[src/rtl/imm_encoder_pkg.sv]
// Shared definitions for the operand-2 immediate/offset encoder.
// The field positions are shared with the operand-2 generator and the bench reference model.
package imm_encoder_pkg;

  typedef enum logic [1:0] {
    IDLE,
    SEARCH,
    DONE
  } state_t;

  localparam int ROT_STEPS = 16;
  localparam int ROT_MSB   = 11;
  localparam int ROT_LSB   = 8;
  localparam int IMM8_MSB  = 7;

  localparam logic [3:0] ROT_LAST = 4'(ROT_STEPS - 1);

  // True when value sign-extends cleanly from 12 bits.
  function automatic logic fits_s12(input logic [31:0] value);
    return (value[31:11] == '0) || (value[31:11] == '1);
  endfunction

endpackage

[src/rtl/imm_encoder_if.sv]
// Request/result handshake bundle between a requester and imm_encoder.
interface imm_encoder_if;

  logic        in_valid;
  logic        in_ready;
  logic [31:0] in_value;
  logic        in_ld_str;
  logic        out_valid;
  logic        out_ready;
  logic        out_ok;
  logic        out_imm;
  logic [11:0] out_shift_operand;

  modport master (
    output in_valid, in_value, in_ld_str, out_ready,
    input  in_ready, out_valid, out_ok, out_imm, out_shift_operand
  );

  modport slave (
    input  in_valid, in_value, in_ld_str, out_ready,
    output in_ready, out_valid, out_ok, out_imm, out_shift_operand
  );

endinterface

[src/rtl/imm_encoder.sv]
// Multi-cycle encoder: finds an 8-bit/rotate-4 immediate or a signed 12-bit offset for a 32-bit constant.
// The rotate search tries one rotate value per cycle so the smallest rotate is found first.
module imm_encoder
  import imm_encoder_pkg::*;
(
  input  logic        clk,
  input  logic        rst,
  imm_encoder_if.slave bus
);

  state_t      r_state;
  logic [31:0] r_work;
  logic [3:0]  r_rotCnt;
  logic        r_ok;
  logic        r_imm;
  logic [11:0] r_operand;

  state_t      w_nextState;
  logic [31:0] w_work;
  logic [3:0]  w_rotCnt;
  logic        w_ok;
  logic        w_imm;
  logic [11:0] w_operand;

  always_ff @(posedge clk) begin
    if (rst) begin
      r_state   <= IDLE;
      r_work    <= '0;
      r_rotCnt  <= '0;
      r_ok      <= 1'b0;
      r_imm     <= 1'b0;
      r_operand <= '0;
    end else begin
      r_state   <= w_nextState;
      r_work    <= w_work;
      r_rotCnt  <= w_rotCnt;
      r_ok      <= w_ok;
      r_imm     <= w_imm;
      r_operand <= w_operand;
    end
  end

  // Result registers only change on accept (offset) or at the end of the search.
  always_comb begin
    w_nextState = r_state;
    w_work      = r_work;
    w_rotCnt    = r_rotCnt;
    w_ok        = r_ok;
    w_imm       = r_imm;
    w_operand   = r_operand;
    case (r_state)
      IDLE: begin
        if (bus.in_valid) begin
          if (bus.in_ld_str) begin
            w_ok        = fits_s12(bus.in_value);
            w_imm       = 1'b0;
            w_operand   = fits_s12(bus.in_value) ? bus.in_value[11:0] : 12'h000;
            w_nextState = DONE;
          end else begin
            w_work      = bus.in_value;
            w_rotCnt    = 4'd0;
            w_nextState = SEARCH;
          end
        end
      end
      SEARCH: begin
        if (r_work[31:IMM8_MSB+1] == '0) begin
          w_ok                        = 1'b1;
          w_imm                       = 1'b1;
          w_operand[ROT_MSB:ROT_LSB]  = r_rotCnt;
          w_operand[IMM8_MSB:0]       = r_work[IMM8_MSB:0];
          w_nextState                 = DONE;
        end else if (r_rotCnt == ROT_LAST) begin
          w_ok        = 1'b0;
          w_imm       = 1'b1;
          w_operand   = 12'h000;
          w_nextState = DONE;
        end else begin
          w_work   = {r_work[29:0], r_work[31:30]};
          w_rotCnt = r_rotCnt + 4'd1;
        end
      end
      DONE: begin
        if (bus.out_ready) begin
          w_nextState = IDLE;
        end
      end
      default: w_nextState = IDLE;
    endcase
  end

  assign bus.in_ready          = (r_state == IDLE);
  assign bus.out_valid         = (r_state == DONE);
  assign bus.out_ok            = r_ok;
  assign bus.out_imm           = r_imm;
  assign bus.out_shift_operand = r_operand;

endmodule
[src/flat_wrapper.sv]
// flat-port wrapper written by rule: the top's interface ports become plain ports
module imm_encoder_flat import imm_encoder_pkg::*;
  (clk, rst, bus_in_valid, bus_in_value, bus_in_ld_str, bus_out_ready, bus_in_ready, bus_out_valid, bus_out_ok, bus_out_imm, bus_out_shift_operand);
  imm_encoder_if bus_i ();
  input  logic clk;
  input  logic rst;
  input wire logic [$bits(bus_i.in_valid)-1:0] bus_in_valid;
  input wire logic [$bits(bus_i.in_value)-1:0] bus_in_value;
  input wire logic [$bits(bus_i.in_ld_str)-1:0] bus_in_ld_str;
  input wire logic [$bits(bus_i.out_ready)-1:0] bus_out_ready;
  output wire logic [$bits(bus_i.in_ready)-1:0] bus_in_ready;
  output wire logic [$bits(bus_i.out_valid)-1:0] bus_out_valid;
  output wire logic [$bits(bus_i.out_ok)-1:0] bus_out_ok;
  output wire logic [$bits(bus_i.out_imm)-1:0] bus_out_imm;
  output wire logic [$bits(bus_i.out_shift_operand)-1:0] bus_out_shift_operand;
  assign bus_i.in_valid = bus_in_valid;
  assign bus_i.in_value = bus_in_value;
  assign bus_i.in_ld_str = bus_in_ld_str;
  assign bus_i.out_ready = bus_out_ready;
  assign bus_in_ready = bus_i.in_ready;
  assign bus_out_valid = bus_i.out_valid;
  assign bus_out_ok = bus_i.out_ok;
  assign bus_out_imm = bus_i.out_imm;
  assign bus_out_shift_operand = bus_i.out_shift_operand;
  imm_encoder u_core (.clk(clk), .rst(rst), .bus(bus_i));
endmodule
[config.mk]
export PLATFORM = sky130hd
export DESIGN_NAME = imm_encoder_flat
export DESIGN_NICKNAME = d
export VERILOG_FILES = /design/src/rtl/imm_encoder_pkg.sv /design/src/rtl/imm_encoder_if.sv /design/src/rtl/imm_encoder.sv /design/src/flat_wrapper.sv
export SDC_FILE = /design/constraint.sdc
export NUM_CORES = 1
export LEC_CHECK = 0
export CAP_MARGIN = 25
export CORE_UTILIZATION = 52
export CTS_CLUSTER_DIAMETER = 50
export DETAILED_ROUTE_END_ITERATION = 10
export GPL_ROUTABILITY_DRIVEN = 0
export HOLD_SLACK_MARGIN = 0.1
export PLACE_DENSITY = 0.8
export SETUP_SLACK_MARGIN = 0.2
export SLEW_MARGIN = 10
export SYNTH_ARGS = -nofsm -noshare
export SYNTH_HDL_FRONTEND = slang
export SYNTH_SLANG_ARGS = --single-unit
[constraint.sdc]
create_clock -name clk -period 2.85 [get_ports clk]
set_clock_uncertainty 0.1 [all_clocks]
set_input_delay 0.855 -clock clk [delete_from_list [all_inputs] [get_ports clk]]
set_output_delay 0.855 -clock clk [all_outputs]
set_load 0.1 [all_outputs]
; After elaboration in Yosys (flattened, before gate mapping)
; Cells that the tools add are included.
[classes]
add_sub_neg = 1
eq_ne = 11
mux = 32
n_reduce_logical = 8
[op_table]
columns = op, count
row1 = 32-bit two-way mux, 4
row2 = 32-bit case mux with 2 select lines, 1
row3 = 12-bit two-way mux, 5
row4 = 24-bit zero test, 1
row5 = 12-bit case mux with 2 select lines, 1
row6 = "21-bit == test, second input constant", 1
row7 = 21-bit zero test, 1
row8 = 4-bit two-way mux, 4
row9 = "2-bit != test, second input constant", 6
row10 = 2-bit two-way mux, 5
row11 = 1-bit two-way mux, 8
row12 = 4-bit case mux with 2 select lines, 1
row13 = 2-bit case mux with 3 select lines, 1
row14 = 5-bit AND reduction, 1
row15 = "4-bit by 1-bit adder with 4-bit output, second input constant", 1
row16 = "4-bit == test, second input constant", 1
row17 = 1-bit case mux with 2 select lines, 2
row18 = 4-bit AND reduction, 1
row19 = "3-bit by 1-bit != test with 1-bit output, second input constant", 1
row20 = 3-bit AND reduction, 1
row21 = "2-bit by 1-bit == test with 1-bit output, second input constant", 1
row22 = "2-bit == test, second input constant", 1
row23 = 2-bit zero test, 1
row24 = 2-bit nonzero test, 1
row25 = 1-bit logical OR, 1
[totals]
ff_bits = 52
inputBits = 37
out_inout_bits = 16

; Depth between registers and ports, before layout
[depth]
depth_word = 6
mapped_depth = 9
mapped_depth_nobuf = 6

; Worst setup path before layout
; Ideal clock, no wire load.
[synth_timing]
path_type = reg-to-output
startpoint = reg u_core.r_state[1]
endpoint = out bus_out_valid
t_arrival_ps = 1876
required_ps = 1895
path_slack_ps = 19
stages_incl_launch_ff = 3
n_path_buf = 1
cell_sequence = dfxtp_1 buf_2 nor2b_1
[synth_between]
elab_chain_len = 1
[synth_lines]
columns = element, line_no
row1 = "start, declared", imm_encoder.sv:11  ; state_t r_state;
row2 = "start signal, assigned", imm_encoder.sv:34  ; r_state <= w_nextState;
row3 = 2-bit == test, imm_encoder.sv:93  ; assign bus.out_valid = (r_state == DONE);
row4 = "end, declared", flat_wrapper.sv:12  ; output wire logic [$bits(bus_i.out_valid)-1:0] bus_out_valid;
; No other way between the ends.

; Worst setup path in the final report
[layout_timing]
startpoint = in bus_in_value[19]
endpoint = reg u_core.r_operand[4] (netlist: u_core.bus.out_shift_operand[4])
[layout_between]
elab_chain_len = 6
[layout_lines]
columns = element, line_no
row1 = "start, declared", flat_wrapper.sv:8  ; input wire logic [$bits(bus_i.in_value)-1:0] bus_in_value;
row2 = 21-bit == test or 21-bit zero test (tied branches), imm_encoder_pkg.sv:20  ; return (value[31:11] == '0) || (value[31:11] == '1);
row3 = 1-bit logical OR *, imm_encoder_pkg.sv:20
row4 = 12-bit two-way mux *, imm_encoder.sv:57  ; w_operand = fits_s12(bus.in_value) ? bus.in_value[11:0] : 12'h000;
row5 = 12-bit two-way mux *, imm_encoder.sv:54  ; if (bus.in_ld_str) begin
row6 = 12-bit two-way mux *, imm_encoder.sv:53  ; if (bus.in_valid) begin
row7 = 12-bit case mux with 2 select lines *, imm_encoder.sv:51  ; case (r_state)
row8 = "end signal, assigned", imm_encoder.sv:39  ; r_operand <= w_operand;
row9 = "end, declared", imm_encoder.sv:16  ; logic [11:0] r_operand;
; Mark *: on every way between the ends. The rest lies on a longest branch, timed or not. The select of a mux whose other input is x is not followed.
; A chain may end at the register's enable or synchronous reset.

==> flow_summary.json <==
{
  "async_flop_share_pct": 0,
  "routed_wl_mm": 6.51,
  "cp.required_ns": 2.99,
  "r2r-start": "u_core.r_work[12]",
  "fin_crit_sh_pct": 89.9,
  "cap_violations": 0,
  "synth_seq_cells": 52,
  "p_leak_uw": 0.00136,
  "criticalPathCategory": "in2reg",
  "grt-ovfl-total": 0,
  "row_count": 26,
  "status": "finished, final reports clean",
  "setup_violations": 0,
  "rsz0062_at_grt": "false",
  "power_uw": 2090,
  "drtIter0Drc": 150,
  "crit_arrival_ns": 2.70,
  "nFillCells": 421,
  "layout-drive-gt1-share_pct": 22.7,
  "powerDensity_nw_per_um2": 598,
  "synth_cell_types": 38,
  "synth_cells": 327,
  "r2r_end": "u_core.bus.out_shift_operand[9]",
  "placedCellCount": 440,
  "synth_edf_count": 0,
  "syn_nets": 365,
  "fp.dieArea_um2": 5610,
  "clk-insertion-delay-late_ns": 0.32,
  "hp-start": "u_core.bus.out_ok",
  "tightest_slew_ns": 0.758,
  "dpl-instance-area_um2": 3350,
  "ant_nets": 0,
  "ys_seq_area_share_pct": 37.7,
  "cts_tree": "done",
  "finalInstanceArea_um2": 3500,
  "grt_max_degree": 37,
  "synth-main-ff-cell": "dfxtp_1",
  "grt_pass1_wl_mm": 10.4,
  "wl_per_cell_um": 14.5,
  "endpoint_kind": "flip-flop",
  "antenna_found_initial": 0,
  "critical_path.max_fanout": 6,
  "max_freq_ghz": 0.390,
  "maxSlewViolCount": 0,
  "synth_warnings": 0,
  "grt_pass1_vias": 2299,
  "clock-sinks": 52,
  "numCtsBuffers": 5,
  "dr.pass1.iters": 4,
  "final_common_cell": "nand2_1",
  "final_nets": 416,
  "grtUsageTotal_pct": 24.4,
  "multiInputGateArea_um2": 1570,
  "cts_root_buffer": "clkbuf_8",
  "portBuffers": 52,
  "seq_area_um2": 1040,
  "worstHoldEndpoint": "u_core.bus.out_ok",
  "initial_core_util_pct": 54.1,
  "die_height_um": 74.9,
  "drc": 0,
  "n_antenna_cell": 0,
  "ir_worst_vdd_v": 0.000279,
  "reg2reg_slack_ns": 0.70,
  "drt-vias-per-instance": 5.78,
  "relSlewSlack_pct": 49.5,
  "vias": 2597,
  "ctsLongestPathBuffers": 2,
  "hpwl_mm": 4.53,
  "io_pins": 53,
  "r2r_cells": 5,
  "core_area_um2": 5110,
  "syn_area_um2": 2760,
  "finalHoldViolations": 0,
  "h-tree-depth": 2,
  "post-route-min-period_ns": 2.56,
  "hold_depth": 2,
  "hold_buffers": 0,
  "syn_area_per_cell_um2": 8.45,
  "area_growth_pct": 26.7,
  "final_cell_count_no_fill": 449,
  "cp-start-kind": "input pin",
  "die_w_um": 74.9,
  "final_cell_mix": "nand2_1 (78), dfxtp_1 (52), nor2_1 (48), buf_4 (33), clkdlybuf4s50_1 (25)",
  "hold_class": "reg2reg",
  "clk_pin_slew_ns": 0.11
}
-- state kept, by name, indices dropped and copies added, names as in the netlist --
register,cells
u_core.bus.out_imm,1
u_core.bus.out_ok,1
u_core.bus.out_shift_operand,12
u_core.r_rotCnt,4
u_core.r_state,2
u_core.r_work,32
-- power breakdown --
part           internal [uW]  switching, uW  total [uW]
Combinational            269            489         758
Sequential               819           72.2         891
Clock                    179            264         443
Total                   1270            825        2090
-- per-stage QoR --
stage / utilization (%) / hold WS (ns) / setup TNS, ns / setup WS (ns)
after floorplan: - / 0.362 / 0 / 0.468
after global placement: 65.5 / 0.377 / 0 / 0.00946
after detailed placement: 65.5 / 0.384 / -0.288 / -0.0388
after CTS: 67.3 / 0.399 / 0 / 0.291
after global routing: 68.5 / 0.422 / 0 / 0.195
final: 68.5 / 0.397 / 0 / 0.288
-- timing repair --
item,in CTS,in global routing
setup endpoints to repair,0,5
setup buffers,0,0
gates resized for setup,0,18
-- synth_stat cells, types with 2 or more instances --
cell      instances  area [um2]
o21bai_1         11        82.6
or4_4             2        22.5
nand4_1           7        43.8
or4_1             3        22.5
nand2_1          78         293
buf_6             4        45.0
nor2_1           49         184
nor3_1            7        35.0
nand3_1           4        20.0
buf_2             8        40.0
nor3_2            2        20.0
a211oi_1          4        30.0
buf_4             4        30.0
a21oi_1           7        35.0
nor2b_1           3        18.8
o21ai_0           2        10.0
a311oi_2         22         330
clkbuf_1         10        37.5
a311oi_1         23         201
nor4_1            7        43.8
inv_1             2        7.51
dfxtp_1          52        1040
-- layout make-up --
cell class | instances | share of cell area (%)
clock inverters | 3 | 0.715
flip-flops and latches | 52 | 29.7
clock buffers | 5 | 1.97
well taps | 70 | 2.50
inverters | 2 | 0.214
repair buffers | 73 | 20.0
multi-input cells | 244 | 44.9
-- worst max-delay path by stage --
stage | start | to | slack (ns)
after global placement | bus_in_value[25] | u_core.bus.out_shift_operand[11] | 0.009
after CTS | bus_in_value[25] | u_core.bus.out_shift_operand[9] | 0.29
after floorplan | bus_in_value[13] | u_core.bus.out_shift_operand[4] | 0.47
final | bus_in_value[19] | u_core.bus.out_shift_operand[4] | 0.29
after global routing | bus_in_value[18] | u_core.bus.out_shift_operand[9] | 0.19
after detailed placement | bus_in_value[25] | u_core.bus.out_shift_operand[9] | -0.04
-- per-layer routing --
layer  vias up  part of all wire, %  track usage [%]
li1       1296                    -                -
met1      1212                   45             31.5
met2        75                   48             39.9
met3        14                  5.2             4.02
met4         0                  2.0             11.7
met5         -                    0                0
-- cell families (layout without fill, tap and decap cells) --
logic type,count (synthesis),count (layout),synth area share (%)
AO/OA/AOI/OAI,73,73,26.5
flip-flops,52,52,37.7
buffers and inverters,31,83,6.88
multiplexers,1,1,0.362
adder cells (fa/ha/maj),1,1,0.453
AND/OR/NAND/NOR,169,169,28.1
-- critical path, cell delays in order --
cell and delay [ns]:
clkdlybuf4s50_1 0.48, nand4_1 0.11, or4_4 0.50, nor3_4 0.25, buf_4 0.20, o21bai_1 0.08, a311oi_2 0.23
(Power assumes the default switching activity.)
